--- config.mk ---
export PLATFORM = sky130hd
export DESIGN_NAME = hesap_denetleyici
export DESIGN_NICKNAME = d
export VERILOG_FILES = /design/src/rtl/hesap_denetleyici.sv
export SDC_FILE = /design/constraint.sdc
export NUM_CORES = 1
export LEC_CHECK = 0
export ABC_AREA = 1
export CAP_MARGIN = 20
export CORE_AREA = 2 2 262 264
export DETAILED_ROUTE_END_ITERATION = 8
export DIE_AREA = 0 0 264 266
export GPL_TIMING_DRIVEN = 0
export HOLD_SLACK_MARGIN = 0.06
export PLACE_DENSITY = 0.39
export SYNTH_ARGS = -nofsm -noshare
export SYNTH_HDL_FRONTEND = slang
export SYNTH_SLANG_ARGS = --single-unit
--- constraint.sdc ---
create_clock -name clk -period 1.9 [get_ports clk]
set_clock_uncertainty 0.2 [all_clocks]
set_input_delay 0.475 -clock clk [delete_from_list [all_inputs] [get_ports clk]]
set_output_delay 0.475 -clock clk [all_outputs]
set_load 0.1 [all_outputs]
--- src/rtl/hesap_denetleyici.sv ---
// Sequencing controller for the calculator datapath: dispatches one request to one of seven
// operation units, waits for its done flag (with timeout) and returns the captured result.
module hesap_denetleyici #(
  parameter int ZAMAN_ASIMI = 64,
  parameter int SAYAC_GEN   = 8
) (
  input  logic         clk,
  input  logic         rst,
  input  logic         baslat,
  input  logic [31:0]  sayi1,
  input  logic [31:0]  sayi2,
  input  logic [2:0]   tur,
  output logic [31:0]  birim_sayi1,
  output logic [31:0]  birim_sayi2,
  output logic [6:0]   birim_baslat,
  input  logic [6:0]   birim_hazir,
  input  logic [6:0]   birim_gecerli,
  input  logic [6:0]   birim_tasma,
  input  logic [447:0] birim_sonuc,
  output logic         mesgul,
  output logic [63:0]  sonuc,
  output logic         hazir,
  output logic         gecerli,
  output logic         tasma,
  output logic         zaman_asimi
);

  typedef enum logic [1:0] {BOS, YUKLE, BEKLE, BITTI} durum_t;

  localparam logic [SAYAC_GEN-1:0] SON_SAYAC = SAYAC_GEN'(ZAMAN_ASIMI - 1);

  durum_t               durum, durum_d;
  logic [2:0]           tur_q, tur_d;
  logic [SAYAC_GEN-1:0] sayac, sayac_d;
  logic [31:0]          birim_sayi1_d, birim_sayi2_d;
  logic [6:0]           birim_baslat_d;
  logic [63:0]          sonuc_d;
  logic                 mesgul_d, hazir_d, gecerli_d, tasma_d, zaman_asimi_d;

  logic                 sec_hazir, sec_gecerli, sec_tasma;
  logic [63:0]          sec_sonuc;

  // Only the dispatched unit's flags are ever looked at.
  always_comb begin
    sec_hazir   = 1'b0;
    sec_gecerli = 1'b0;
    sec_tasma   = 1'b0;
    sec_sonuc   = '0;
    for (int k = 0; k < 7; k++) begin
      if (tur_q == 3'(k)) begin
        sec_hazir   = birim_hazir[k];
        sec_gecerli = birim_gecerli[k];
        sec_tasma   = birim_tasma[k];
        sec_sonuc   = birim_sonuc[64*k +: 64];
      end
    end
  end

  always_comb begin
    durum_d        = durum;
    tur_d          = tur_q;
    sayac_d        = sayac;
    birim_sayi1_d  = birim_sayi1;
    birim_sayi2_d  = birim_sayi2;
    birim_baslat_d = '0;
    sonuc_d        = sonuc;
    mesgul_d       = mesgul;
    hazir_d        = 1'b0;
    gecerli_d      = gecerli;
    tasma_d        = tasma;
    zaman_asimi_d  = zaman_asimi;

    case (durum)
      BOS: begin
        if (baslat) begin
          mesgul_d      = 1'b1;
          sonuc_d       = sonuc;
          gecerli_d     = 1'b0;
          tasma_d       = 1'b0;
          zaman_asimi_d = 1'b0;
          if (tur != 3'b111) begin
            tur_d         = tur;
            birim_sayi1_d = sayi1;
            birim_sayi2_d = sayi2;
            for (int k = 0; k < 7; k++) birim_baslat_d[k] = (tur == 3'(k));
            durum_d       = YUKLE;
          end else begin
            sonuc_d = '0;
            hazir_d = 1'b1;
            durum_d = BITTI;
          end
        end
      end
      YUKLE: begin
        sayac_d = '0;
        durum_d = BEKLE;
      end
      BEKLE: begin
        // A done flag on the last allowed cycle still beats the timeout.
        if (sec_hazir) begin
          sonuc_d   = sec_sonuc;
          gecerli_d = sec_gecerli;
          tasma_d   = sec_tasma;
          hazir_d   = 1'b1;
          durum_d   = BITTI;
        end else if (sayac == SON_SAYAC) begin
          sonuc_d       = '0;
          gecerli_d     = 1'b0;
          tasma_d       = 1'b0;
          zaman_asimi_d = 1'b1;
          hazir_d       = 1'b1;
          durum_d       = BITTI;
        end else begin
          sayac_d = sayac + 1'b1;
        end
      end
      BITTI: begin
        mesgul_d = 1'b0;
        durum_d  = BOS;
      end
      default: durum_d = BOS;
    endcase
  end

  always_ff @(posedge clk) begin
    if (rst) begin
      durum        <= BOS;
      tur_q        <= '0;
      sayac        <= '0;
      birim_sayi1  <= '0;
      birim_sayi2  <= '0;
      birim_baslat <= '0;
      sonuc        <= '0;
      mesgul       <= 1'b0;
      hazir        <= 1'b0;
      gecerli      <= 1'b0;
      tasma        <= 1'b0;
      zaman_asimi  <= 1'b0;
    end else begin
      durum        <= durum_d;
      tur_q        <= tur_d;
      sayac        <= sayac_d;
      birim_sayi1  <= birim_sayi1_d;
      birim_sayi2  <= birim_sayi2_d;
      birim_baslat <= birim_baslat_d;
      sonuc        <= sonuc_d;
      mesgul       <= mesgul_d;
      hazir        <= hazir_d;
      gecerli      <= gecerli_d;
      tasma        <= tasma_d;
      zaman_asimi  <= zaman_asimi_d;
    end
  end

endmodule

==> results.json <==
{
  "start_kind": "flip-flop",
  "routed_wl_um": 77900,
  "drtIter0Drc": 527,
  "ys_seq_area_frac": 0.328,
  "clk_latency_ns": 0.48,
  "synth_compound_area_frac": 0.117,
  "avgSynthCellArea_um2": 5.84,
  "hold_viol": 0,
  "ys_ff_latch": 153,
  "synthTopCellsByArea": "dfxtp_1 (33%), nand2_1 (27%), a21oi_1 (7.9%), nor2_1 (6.5%), nand3_1 (4.2%)",
  "cts_sinks": 153,
  "core_um2": 67700,
  "die_area_um2": 70200,
  "cp_max_fo": 8,
  "worst_ep_arrival_time_ns": 2.56,
  "powerDensity_nw_per_um2": 1250,
  "slew_viol_final": 0,
  "ys.warnings.count": 0,
  "vdd_drop_max_mv": 0.739,
  "antenna_found_initial": 10,
  "place.gp.congestion": 0.902,
  "synth_area_um2": 9350,
  "wl_per_cell_um": 24.0,
  "violations": "negative setup slack",
  "layout_commonest_cell": "nand2_1",
  "fin_nets": 2893,
  "die_w_um": 264,
  "drc": 0,
  "vias": 13600,
  "worst_slack_ns": -0.492,
  "grt-ovfl-total": 0,
  "start_util": 0.138,
  "die_h_um": 266,
  "clockBufferDepth": 2,
  "viasPerCell": 4.18,
  "nFillCells": 7528,
  "area_delta_synth_final_pct": 112,
  "cts_tree": "built",
  "min_period_ns": 2.39,
  "cts_hold_buf": 0,
  "hold_slack_ns": 0.157,
  "synth_nets": 2145,
  "synth_fa_ha_area_frac": 0.00669,
  "cts_root_buf": "clkbuf_16",
  "total_power_uw": 24800,
  "grt_pass1_wl_um": 104000,
  "synth_top_family_by_area": "simple AND/OR/NAND/NOR gates",
  "muxShareOfSynthArea": 0,
  "drv_cap": 0,
  "drive_gt1_frac": 0.227,
  "leakage_uw": 0.00810,
  "period_share": 1.26,
  "yosysTopAreaCellShare": 0.328,
  "rsz0062_at_grt": "yes",
  "grt_max_degree": 17,
  "relSlewSlack": 0.371,
  "dr.pass1.iters": 6,
  "yosysTopAreaCell": "dfxtp_1",
  "num_rows": 96,
  "required_ns": 2.07,
  "cts_buffers": 17,
  "antenna_left": 0,
  "hp-class": "primary input to flip-flop",
  "fmax_mhz": 418,
  "htree_levels": 4,
  "io_buffers": 677,
  "reg2reg_slack_ns": -0.49,
  "final_cell_area_um2": 19800,
  "pin_count": 679,
  "track_usage": 0.214,
  "place_area_um2": 17400,
  "synthCells": 1601,
  "ys_types": 33,
  "grt_pass1_vias": 13900,
  "finalNonFillerCells": 3249,
  "hpwl_um": 64300,
  "crit_path_end_kind": "flip-flop",
  "synth-simple-area-share": 0.458,
  "status": "complete, but fails checks",
  "worst_pin_slew_ns": 0.943,
  "setup_violations": 79,
  "critPathKind": "flip-flop to flip-flop",
  "layout.cells.most_common_list": "nand2_1 (613), clkdlybuf4s50_1 (534), dfxtp_1 (143), nor2_1 (138), clkbuf_4 (97)",
  "synthXorXnorAreaFrac": 0.00281,
  "path_clk_slew_ns": 0.07,
  "placedCellCount": 3167
}
[report_power, final]
group	leakage, µW	switching (µW)	internal, µW
Clock	0.000277	1750	1800
Sequential	0.00125	412	3860
Combinational	0.00657	11300	5660
[layer usage]
layer	GRT usage	part of all wire
met1	0.238	0.40
met2	0.382	0.50
met3	0.0643	0.071
met4	0.0785	0.032
met5	0	0.00046
[critical path, cell delays in order, from the launching register on]
cell	delay [ns]
dfxtp_4	0.40
inv_6	0.05
nor2_4	0.20
nand2_8	0.15
clkbuf_16	0.19
or2_4	0.22
nand2_2	0.07
nand4_1	0.35
nand2_1	0.20
nor2_1	0.07
o21ai_2	0.11
nor2_1	0.06
[what timing repair did]
item,4_1_cts,5_1_grt
gates resized for setup,699,688
pin swaps,29,32
buffers inserted,20,15
endpoints found under the setup margin,290,277
gates cloned,1,9
[cell usage after synthesis (all sizes together)]
| cell type | number |
|---|---|
| a21boi | 10 |
| a21oi | 148 |
| a22oi | 2 |
| a31oi | 1 |
| buf | 38 |
| clkbuf | 64 |
| clkinv | 2 |
| dfxtp | 153 |
| ha | 5 |
| inv | 101 |
| nand2 | 669 |
| nand3 | 81 |
| nand3b | 12 |
| nand4 | 59 |
| nor2 | 164 |
| nor3 | 6 |
| nor4 | 1 |
| o2111ai | 4 |
| o21ai | 45 |
| or2 | 33 |
| xnor2 | 2 |
| xor2 | 1 |
[cell families after synthesis]
group                    count (synthesis)
adder cells (fa/ha/maj)                  5
XOR/XNOR                                 3
flip-flops                             153
buffers and inverters                  205
AND/OR/NAND/NOR                       1025
AO/OA/AOI/OAI                          210
[metrics by stage]
step / util / worst slack [ns] / TNS [ns]
after floorplan: - / 0.00252 / 0
after global placement: 0.255 / -1.72 / -215.89
after detailed placement: 0.257 / -1.56 / -213.20
after CTS: 0.282 / -0.446 / -58.65
after global routing: 0.293 / -0.547 / -38.78
final: 0.293 / -0.492 / -27.37
[final cells by class]
type,instances,area (µm²),area share
repair buffers,729,7210,0.364
flip-flops and latches,153,3090,0.156
clock buffers,19,453,0.0228
well taps,882,1100,0.0557
inverters,103,434,0.0219
plain buffers,102,985,0.0497
multi-input cells,1243,6420,0.324
diodes,5,12.5,0.000631
clock inverters,13,125,0.00631
[sequential cells by signal, summed over array words and instances, names as in the netlist]
name,count
durum,2
tur_q,3
birim_baslat,7
hazir,1
sonuc,64
tasma,1
sayac,8
birim_sayi1,32
zaman_asimi,1
mesgul,1
birim_sayi2,32
gecerli,1
[worst paths after layout]
| check | from | endpoint | depth (start not counted) |
|---|---|---|---|
| hold reg to reg | birim_sayi1[15] | birim_sayi1[15] | 2 |
| setup reg to reg | tur_q[1] | sonuc[41] | 11 |
| setup / recovery | tur_q[1] | sonuc[41] | 11 |
| hold / removal | tur[1] | birim_baslat[6] | 3 |
No activity file was read; power rests on OpenSTA's default activity.
